==> config.mk <==
export PLATFORM = sky130hd
export DESIGN_NAME = alu_seq_unit
export DESIGN_NICKNAME = d
export VERILOG_FILES = /design/src/rtl/alu_seq_unit.sv
export SDC_FILE = /design/constraint.sdc
export NUM_CORES = 1
export LEC_CHECK = 0
export ABC_AREA = 0
export ABC_CLOCK_PERIOD_IN_PS = 6630
export CAP_MARGIN = 40
export CORE_MARGIN = 3
export CORE_UTILIZATION = 30
export DETAILED_ROUTE_END_ITERATION = 6
export GPL_TIMING_DRIVEN = 0
export PLACE_DENSITY = 0.51
export REMOVE_ABC_BUFFERS = 1
export SYNTH_ARGS = -nofsm -noshare
export SYNTH_HDL_FRONTEND = slang
export SYNTH_SLANG_ARGS = --single-unit
export TNS_END_PERCENT = 100
==> constraint.sdc <==
create_clock -name clk -period 6.63 [get_ports clk]
set_clock_uncertainty 0.15 [all_clocks]
set_input_delay 0.663 -clock clk [delete_from_list [all_inputs] [get_ports clk]]
set_output_delay 0.663 -clock clk [all_outputs]
set_load 0.02 [all_outputs]
==> src/rtl/alu_seq_unit.sv <==
// alu_seq_unit: registered ALU with valid/ready handshakes, one-cycle logic/arith ops and a bit-serial shift-add multiplier
// Ports: clk, rst (sync, active-high)
//        in_valid/in_ready with rd1, rd2_or_imm, control_in : operand/control bundle in
//        out_valid/out_ready with alu_result, zero, op_err  : registered result bundle out
module alu_seq_unit #(
  parameter int WIDTH = 32,
  parameter int SHW = $clog2(WIDTH)
) (
  input  logic             clk,
  input  logic             rst,
  input  logic             in_valid,
  output logic             in_ready,
  input  logic [WIDTH-1:0] rd1,
  input  logic [WIDTH-1:0] rd2_or_imm,
  input  logic [3:0]       control_in,
  output logic             out_valid,
  input  logic             out_ready,
  output logic [WIDTH-1:0] alu_result,
  output logic             zero,
  output logic             op_err
);
  localparam logic [1:0] IDLE = 2'd0;
  localparam logic [1:0] BUSY = 2'd1;
  localparam logic [1:0] DONE = 2'd2;
  localparam logic [3:0] OP_MUL = 4'b1010;
  localparam int CW = SHW + 1;
  logic [1:0]       state_q, state_d;
  logic [WIDTH-1:0] res_q, res_d;
  logic             zero_q, zero_d;
  logic             err_q, err_d;
  logic [CW-1:0]    cnt_q, cnt_d;
  logic [WIDTH-1:0] mcand_q, mcand_d;
  logic [WIDTH-1:0] mplier_q, mplier_d;
  logic [WIDTH-1:0] acc_q, acc_d;
  logic [SHW-1:0]   sh;
  logic [WIDTH-1:0] alu_r;
  logic             bad;
  logic             xfer;
  assign sh = rd2_or_imm[SHW-1:0];
  assign in_ready = (state_q == IDLE) || (state_q == DONE && out_ready);
  assign xfer = in_valid && in_ready;
  assign out_valid = state_q == DONE;
  assign alu_result = res_q;
  assign zero = zero_q;
  assign op_err = err_q;
  always_comb begin
    alu_r = '0;
    bad = 1'b0;
    case (control_in)
      4'b0000: alu_r = rd1 & rd2_or_imm;
      4'b0001: alu_r = rd1 | rd2_or_imm;
      4'b0010: alu_r = rd1 + rd2_or_imm;
      4'b0110: alu_r = rd1 - rd2_or_imm;
      4'b0011: alu_r = rd1 ^ rd2_or_imm;
      4'b0100: alu_r = rd1 << sh;
      4'b0101: alu_r = rd1 >> sh;
      4'b0111: alu_r = $signed(rd1) >>> sh;
      4'b1000: alu_r = {{(WIDTH-1){1'b0}}, $signed(rd1) < $signed(rd2_or_imm)};
      4'b1001: alu_r = {{(WIDTH-1){1'b0}}, rd1 < rd2_or_imm};
      OP_MUL:  bad = 1'b0;
      default: bad = 1'b1;
    endcase
  end
  // BUSY consumes one multiplier bit per cycle; the last step (cnt_q == 1) commits the product
  always_comb begin
    state_d = state_q;
    res_d = res_q;
    zero_d = zero_q;
    err_d = err_q;
    cnt_d = cnt_q;
    mcand_d = mcand_q;
    mplier_d = mplier_q;
    acc_d = acc_q;
    if (state_q == BUSY) begin
      acc_d = acc_q + (mplier_q[0] ? mcand_q : '0);
      mcand_d = mcand_q << 1;
      mplier_d = mplier_q >> 1;
      cnt_d = cnt_q - CW'(1);
      if (cnt_q == CW'(1)) begin
        state_d = DONE;
        res_d = acc_d;
        zero_d = acc_d == '0;
        err_d = 1'b0;
      end
    end else if (xfer) begin
      if (control_in == OP_MUL) begin
        state_d = BUSY;
        cnt_d = CW'(WIDTH);
        mcand_d = rd1;
        mplier_d = rd2_or_imm;
        acc_d = '0;
      end else begin
        state_d = DONE;
        res_d = alu_r;
        zero_d = alu_r == '0;
        err_d = bad;
      end
    end else if (state_q == DONE && out_ready) begin
      state_d = IDLE;
    end
  end
  always_ff @(posedge clk) begin
    if (rst) begin
      state_q <= IDLE;
      res_q <= '0;
      zero_q <= 1'b1;
      err_q <= 1'b0;
      cnt_q <= '0;
      mcand_q <= '0;
      mplier_q <= '0;
      acc_q <= '0;
    end else begin
      state_q <= state_d;
      res_q <= res_d;
      zero_q <= zero_d;
      err_q <= err_d;
      cnt_q <= cnt_d;
      mcand_q <= mcand_d;
      mplier_q <= mplier_d;
      acc_q <= acc_d;
    end
  end
endmodule

## Word level (Yosys, flattened, before mapping)

Index checks and enable logic that the tools add are counted.

| word-level totals | value |
|---|---|
| flip-flop bits (word level) | 138 |
| word-level logic and storage cells | 85 |
| bits of input ports | 72 |
| output and inout port bits | 36 |

| operators by class | value |
|---|---|
| reduce and logical (&&, ||, !) cells | 16 |
| shift-type cells | 3 |
| add/subtract/negate cells | 4 |
| equal/unequal tests | 15 |
| order comparisons | 2 |
| muxes and demuxes | 32 |
| bitwise gates (word level) | 3 |

Operators with widths:

| cell | count |
|---|---|
| 32-bit 2-to-1 mux | 11 |
| 32-bit case mux with 10 select lines | 1 |
| 31-bit 2-to-1 mux | 3 |
| 32-bit adder | 2 |
| 32-bit zero test | 2 |
| 32-bit less-than comparator | 2 |
| 32-bit AND | 1 |
| 32-bit OR | 1 |
| 32-bit by 5-bit left shift with 32-bit output | 1 |
| 32-bit by 5-bit right shift with 32-bit output | 1 |
| 32-bit by 5-bit >>> shifter with 32-bit output | 1 |
| 32-bit subtractor | 1 |
| 32-bit XOR | 1 |
| 6-bit 2-to-1 mux | 3 |
| 4-bit by 3-bit equality test with 1-bit output (second input constant) | 4 |
| 4-bit equality test (second input constant) | 3 |
| 2-bit 2-to-1 mux | 5 |
| 10-bit OR reduction | 1 |
| 1-bit 2-to-1 mux | 9 |
| 4-bit by 2-bit equality test with 1-bit output (second input constant) | 2 |
| 6-bit by 1-bit equality test with 1-bit output (second input constant) | 1 |
| 2-bit AND reduction | 3 |
| 6-bit by 1-bit subtractor with 6-bit output (second input constant) | 1 |
| 4-bit by 1-bit equality test with 1-bit output (second input constant) | 1 |
| other kinds (12) | 14 |

## Depth between registers and ports, before layout

Gate-level depths: netlist (run 1).

| depth | value |
|---|---|
| word-level depth | 6 |
| mapped depth | 18 |

## Worst setup path after synthesis (run 1)

No wires, ideal clock.

| path | value |
|---|---|
| path type | input port to flip-flop |
| start point | input rd2_or_imm[3] |
| end point | register zero_q (netlist: zero) |
| stages on the path | 18 |
| library setup time | 0.065 ns |
| arrival | 4.609 ns |
| buffers on the path | 4 |
| slack | 1.806 ns |
| data required time | 6.415 ns |
| path through | buf_2 > inv_1 > buf_2 > buf_2 > buf_1 > ha_1 > nor2_1 > a211oi_1 > or3b_1 > a31oi_4 > nor2_1 > a221o_1 > a2111oi_1 > o21ai_1 > or4_1 > nor4_1 > nand2_1 > nand4b_1 |

| on the way | value |
|---|---|
| longest elaborated chain between the ends | 6 |
| elaborated cells between the ends (all ways) | 15 |
| classes of those cells | add/sub (2); order compare (2); shift (3); mux (4); bitwise (3); reduce/logical (1) |

RTL lines:

| element | RTL line | RTL |
|---|---|---|
| from (decl) | 14 | `input logic [WIDTH-1:0] rd2_or_imm,` |
| 32-bit subtractor, or another cell as far along | 53 | `4'b0110: alu_r = rd1 - rd2_or_imm;` |
| 32-bit case mux with 10 select lines * | 49 | `case (control_in)` |
| 32-bit zero test * | 95 | `zero_d = alu_r == '0;` |
| 1-bit 2-to-1 mux * | 86 | `if (control_in == OP_MUL) begin` |
| 1-bit 2-to-1 mux * | 85 | `end else if (xfer) begin` |
| 1-bit 2-to-1 mux * | 74 | `if (state_q == BUSY) begin` |
| to (signal assigned) | 115 | `zero_q <= zero_d;` |
| to (decl) | 29 | `logic zero_q, zero_d;` |

Every way passes the cells marked *; elsewhere a longest branch is shown, timed or not. The select of a mux whose other input is x is not followed.
A chain may end at the register's enable or synchronous reset.

## Worst setup path in the final report (run 1)

| path | value |
|---|---|
| start point | input rd2_or_imm[4] |
| end point | register zero_q (netlist: zero) |

The elaborated chain is that of the path after synthesis.

==> impl_metrics.yaml, run 1 <==
sta:
  max_freq_mhz: 157
  tightest_slew_ns: 0.978
  setup_viol: 0
  hold_viol: 0
  rsz0062_at_grt: "false"
  fin_crit_ns: 6.38
  slew-limit-headroom_pct: 34.7
  fin_crit_sh_pct: 96.2
  maxSlewViolCount: 0
cts:
  cts_buffers: 17
  clk_latency_ns: 0.49
  cts_tree: "yes"
  clock-sinks: 138
  htree_num_levels: 4
  cts_root_buf: "clkbuf_16"
  clk_pin_slew_ns: 0.06
  max-clock-path-buffers: 2
flow_run:
  drv_cap: 0
finish:
  post-route-util_pct: 34.7
  area_growth_pct: 14.3
  layout-drive-gt1-share_pct: 8.73
  final_nets: 2679
  n_antenna_cell: 0
worst_setup_path:
  worst_path_max_delay_cell: "dlymetal6s2s_1"
  cpMostUsedCell: "a211oi_1"
  critical_path_class: "in -> reg"
  arrival_ns: 6.65
  end_kind: "register"
  path_max_fanout: 15
  crit_required_ns: 6.90
  r2r_slack_ns: 2.16
  slowest_delay_ns: 0.72
  path_cells: "dlymetal6s2s_1 -> clkinvlp_4 -> ha_1 -> nor2_1 -> a211oi_1 -> a311oi_1 -> a21oi_1 -> o211ai_1 -> a31oi_1 -> xor2_1 -> a211oi_1 -> nand4_1 -> nor4_1 -> nand2_1 -> nand4b_1"
  critPathLaunchType: "primary input"
power_and_ir_drop:
  p_leak_nw: 8.03
  p_total_mw: 3.24
  ir_drop_uv: 222
  cellPowerDensity_nw_per_um2: 158
place:
  dp_hpwl_um: 68600
  portBuffers: 107
  globalplace.congestion: 0.948
synth:
  yosys_warnings: 0
  synth_seq_area_share_pct: 15.4
  ys_types: 96
  synth_edf_count: 0
  synthCells: 2485
  synth_top_flop_cell: "dfxtp_1"
  ys_seq_elements: 138
  async_flop_share_pct: 0
  synth.avg_cell_area_um2: 7.23
  syn_area_um2: 18000
die:
  start_util_pct: 30.4
  die_w_um: 251
  placementRows: 89
  die_h_um: 251
  die-area_um2: 62900
  core-area_um2: 59100
  io-pin-count: 108
global_route:
  grt_overflow: 0
  grt_pass1_vias: 19200
  grt_max_degree: 97
  grtUsageTotal_pct: 27.9
  grt_pass1_wl_um: 132000
  antenna_found_initial: 2
route:
  routedWlPerCell_um: 27.8
  ant_nets: 0
  routed-via-count: 20300
  drcViolationCount: 0
  dr.first_iter.drc_count: 2379
  vias_per_cell: 6.25
  drt_wl_total_um: 90200
  drt_first_pass_iters: 6
status:
  status: "finished clean"
worst_hold_path:
  min_path_type: "reg -> reg"
cells in the mapped netlist (9+ instances only):
cell type | instances | area share (%)
nor3_1 | 58 | 1.6
nand2_1 | 301 | 6.3
o211ai_1 | 28 | 1.2
o311ai_0 | 13 | 0.63
buf_1 | 20 | 0.42
clkbuf_1 | 134 | 2.8
nor4_1 | 26 | 0.91
mux2_2 | 35 | 2.2
mux2i_1 | 87 | 4.8
o31ai_1 | 22 | 0.92
and3_1 | 22 | 0.77
mux4_2 | 38 | 4.8
and2_1 | 40 | 1.4
o21bai_1 | 12 | 0.50
a22oi_1 | 82 | 3.4
xnor2_1 | 19 | 0.93
a211oi_1 | 38 | 1.6
nand3_1 | 52 | 1.4
o21ai_0 | 114 | 3.2
a21oi_1 | 275 | 7.7
buf_2 | 36 | 1.0
a31oi_1 | 19 | 0.66
xor2_1 | 19 | 0.93
a21o_1 | 37 | 1.5
a211o_1 | 10 | 0.49
nor2b_1 | 23 | 0.80
nand4_1 | 20 | 0.70
nand2b_1 | 30 | 1.0
or3_1 | 9 | 0.31
o221ai_1 | 15 | 0.73
nor2_1 | 187 | 3.9
inv_1 | 125 | 2.6
ha_1 | 142 | 9.9
o22ai_1 | 36 | 1.3
a221oi_1 | 15 | 0.73
o21a_1 | 13 | 0.54
a221o_1 | 10 | 0.56
dfxtp_1 | 138 | 15
power breakdown:
| part | total (mW) | internal, mW | switching, mW |
|---|---|---|---|
| sequential | 0.866 | 0.853 | 0.0137 |
| combinational | 1.29 | 0.438 | 0.856 |
| clock | 1.08 | 0.640 | 0.442 |
| total | 3.24 | 1.93 | 1.31 |
logic make-up (layout without fill, tap and decap cells):
group                      Yosys count  after routing  synth area share (%)
AOI/OAI and AO/OA                  853            853                  31.4
and+or+nand+nor                    822            822                  21.7
buffers and inverters              328            317                  7.49
muxes                              161            161                  11.9
adders and majority gates          145            145                  10.2
DFF                                138            138                  15.4
xor gates and xnor gates            38             38                  1.85
cells in the final DEF (no fill, tap or decap), drive strengths merged, types with 10 or more instances in the layout:
cell,n
a211o,10
a211oi,39
a21o,37
a21oi,275
a221o,10
a221oi,17
a22oi,82
a31oi,20
and2,40
and3,22
buf,56
clkbuf,19
clkdlybuf4s50,99
dfxtp,138
ha,142
inv,131
mux2,35
mux2i,88
mux4,38
nand2,303
nand2b,30
nand3,52
nand4,20
nor2,187
nor2b,23
nor3,58
nor4,29
o211ai,28
o21a,13
o21ai,124
o21bai,12
o221ai,16
o22ai,36
o311ai,14
o31ai,22
xnor2,19
xor2,19
per-stage QoR:
stage / hold slack [ns] / instances / setup TNS, ns / instance area (um2) / worst slack (ns)
finish: 0.303 / 3247 / 0 / 20500 / 0.249
global route: 0.324 / 3247 / 0 / 20500 / 0.112
CTS: 0.305 / 3245 / 0 / 20500 / 0.132
detailed placement: 0.296 / 3213 / -1.02 / 19900 / -0.752
global placement: 0.292 / 3165 / -1090.30 / 19100 / -11.91
floorplan: 0.280 / 2285 / -101.96 / 17100 / -1.39
state kept, by name, summed over array words and instances, names as in the netlist:
register and flops:
acc_q 32, alu_result 32, cnt_q 6, mcand_q 32
mplier_q 32, op_err 1, state_q 2, zero 1
path summary, 6_finish.rpt:
path | start | end | depth (start not counted)
setup / recovery | rd2_or_imm[4] | zero | 15
hold / removal | alu_result[18] | alu_result[18] | 2
setup reg to reg | mplier_q[0] | zero | 15
hold reg to reg | alu_result[18] | alu_result[18] | 2
worst max-delay path, delay by kind of cell:
family | cells | cell delay, ns
compound gates | 6 | 3.03
simple gates | 5 | 1.14
buf+inv | 2 | 1.09
fa+ha+maj | 1 | 0.56
xor+xnor | 1 | 0.12
layer usage:
layer / up-vias / global-route usage (%) / wire, um
met5: - / 0 / 15
met4: 2 / 11.1 / 4020
met3: 208 / 4.33 / 5960
met2: 962 / 45.5 / 41000
met1: 9961 / 37.0 / 39200
li1: 9149 / - / -
repair_timing:
action                     in CTS  in global routing
buffers inserted                1                  0
setup endpoints to repair       1                  1
gates resized for setup         1                  1
hold buffers                    0                  0
area by class of cell:
type	count	area [um2]
inverter	128	484
clock buffer	18	439
clock inverter	13	190
fill	6302	38600
multi-input combinational	2019	13900
sequential	138	2760
timing repair buffer	158	1770
tap	773	967
(Power assumes the default switching activity.)
==> run 2, diff against run 1 <==
CTS_BUF_LIST = sky130_fd_sc_hd__clkbuf_16   (was unset)
REMOVE_ABC_BUFFERS = unset   (was 1)
==> run 2 against run 1 <==
  * Total power rose by 2.0%
  * Die area did not move
  * Critical path depth rose by 4
  * Via count rose by 9.1%
  * Largest cell class unchanged
  * Utilization rose by 0.94 points
  * Cell area rose by 2.7%
  * Highest routed layer unchanged
  * Clock power fell by 9%
==> impl_metrics.yaml, run 2 (synthesized netlist as in run 1, its figures left out) <==
die:
  start_util_pct: 30.4
  placementRows: 89
  die_h_um: 251
  io-pin-count: 108
  core-area_um2: 59100
  die_w_um: 251
  die-area_um2: 62900
route:
  drt_wl_total_um: 119000
  ant_nets: 0
  routed-via-count: 22100
  routedWlPerCell_um: 34.5
  dr.first_iter.drc_count: 2837
  vias_per_cell: 6.43
  drt_first_pass_iters: 6
  drcViolationCount: 0
worst_hold_path:
  holdPathStages: 2
  min_from: "alu_result[29]"
  holdPathEnd: "alu_result[29]"
  min_path_type: "reg -> reg"
power_and_ir_drop:
  cellPowerDensity_nw_per_um2: 157
  p_leak_nw: 8.25
  ir_drop_uv: 200
  combPwrFrac_pct: 44.0
  p_sw_mw: 1.44
  p_seq_share_pct: 26.3
  swShare_pct: 43.5
  internal-power_mw: 1.87
  clkPwrFrac_pct: 29.8
sta:
  maxSlewViolCount: 0
  tns_ns: 0
  fin_crit_ns: 6.55
  setup_slack_ns: 0.0832
  max_freq_mhz: 153
  timing.hold.ws_ns: 0.305
  slew-limit-headroom_pct: 26.6
  rsz0062_at_grt: "false"
  tightest_slew_ns: 1.10
  fin_crit_sh_pct: 98.7
  hold_viol: 0
  setup_viol: 0
status:
  status: "finished clean"
worst_setup_path:
  rr_worst_depth: 15
  crit_required_ns: 6.85
  r2r_start: "mplier_q[0]"
  r2r_slack_ns: 1.99
  end_kind: "register"
  r2r-end: "zero"
  critPathLaunchType: "primary input"
  path_max_fanout: 18
  arrival_ns: 6.76
  critical_path_class: "in -> reg"
place:
  portBuffers: 105
  dp_cells: 3407
  dp_hpwl_um: 97400
  globalplace.congestion: 1.06
  place_ws_ns: -0.807
global_route:
  grt_overflow: 0
  grt_max_degree: 19
  grtUsageTotal_pct: 36.6
  antenna_found_initial: 6
  grt_pass1_vias: 20800
  grt_pass1_wl_um: 164000
finish:
  post-route-util_pct: 35.7
  area_growth_pct: 17.4
  layout_commonest_cell: "nand2_1"
  layout_common_cells: "nand2_1, a21oi_1, nor2_1, ha_1, dfxtp_1"
  final_nets: 2870
  n_antenna_cell: 0
  layout-drive-gt1-share_pct: 9.23
  finalNonFillerCells: 3439
cts:
  max-clock-path-buffers: 2
  clock-sinks: 138
  clk_pin_slew_ns: 0.06
  cts_setup_buffers: 0
  cts_buffers: 17
  clk_latency_ns: 0.44
  cts_tree: "yes"
  cts_root_buf: "clkbuf_16"
  htree_num_levels: 4
synth:
  synth_nets: 2702
flow_run:
  drv_cap: 0
==> run 2: routing by layer <==
layer	share of wire (%)	vias to the layer above	global-route usage (%)	wire length (um)
met3	9.6	279	7.52	11300
met5	0.023	-	0	27
met1	43	10900	50.9	51300
met4	6.0	4	18.2	7170
li1	-	9561	-	-
met2	41	1366	53.6	48800
==> run 2: through the flow <==
step / total power [mW] / area [um2]
after floorplan: 1.63 / 18000
after CTS: 3.26 / 21100
after detailed placement: 2.27 / 20400
after global routing: 3.40 / 21100
after global placement: 2.25 / 20000
final: 3.31 / 21100
==> run 2: area by class of cell <==
class | count | area, um2
clock buffer | 17 | 425
tap | 773 | 967
clock inverter | 15 | 164
sequential | 138 | 2760
fill | 6437 | 38000
buffer | 198 | 863
multi-input combinational | 2019 | 13900
timing repair buffer | 151 | 1490
inverter | 128 | 484
==> run 2: worst max-delay path by stage <==
stage / startpoint / endpoint / slack [ns] / depth (start not counted)
4_1_cts: rd2_or_imm[1] / zero / 0.003 / 20
6_report: rd2_or_imm[2] / zero / 0.08 / 19
2_1_floorplan: rd2_or_imm[3] / zero / 1.81 / 18
3_5_place_dp: rd2_or_imm[2] / zero / -0.81 / 20
3_3_place_gp: rd2_or_imm[3] / zero / -1.85 / 19
5_1_grt: rd2_or_imm[3] / zero / 0.11 / 20
==> run 2: critical path, cell delays in order <==
cell and delay, ns:
clkdlybuf4s50_1 0.72, buf_2 0.37, inv_2 0.41, buf_1 0.47, buf_6 0.23, ha_1 0.34
o21bai_1 0.21, a211oi_1 0.17, or3b_1 0.49, a31oi_4 0.32, nor2_1 0.13, a221o_1 0.36
a2111oi_2 0.63, buf_2 0.26, o21ai_1 0.06, or4_1 0.43, nor4_2 0.28, nand2_1 0.09
nand4b_1 0.09
==> run 2: repair_timing <==
action | in CTS | in global routing
setup endpoints to repair | 1 | 1
endpoints found under the hold margin | 0 | 0
resized for setup | 6 | 8
hold buffers | 0 | 0
==> run 2: power groups by stage <==
stage | sequential (mW) | combinational (mW) | clock [mW]
2_1_floorplan | 0.903 | 0.724 | 0
3_3_place_gp | 0.886 | 1.36 | 0
3_5_place_dp | 0.887 | 1.38 | 0
4_1_cts | 0.868 | 1.39 | 0.998
5_1_grt | 0.871 | 1.50 | 1.03
6_report | 0.868 | 1.45 | 0.985
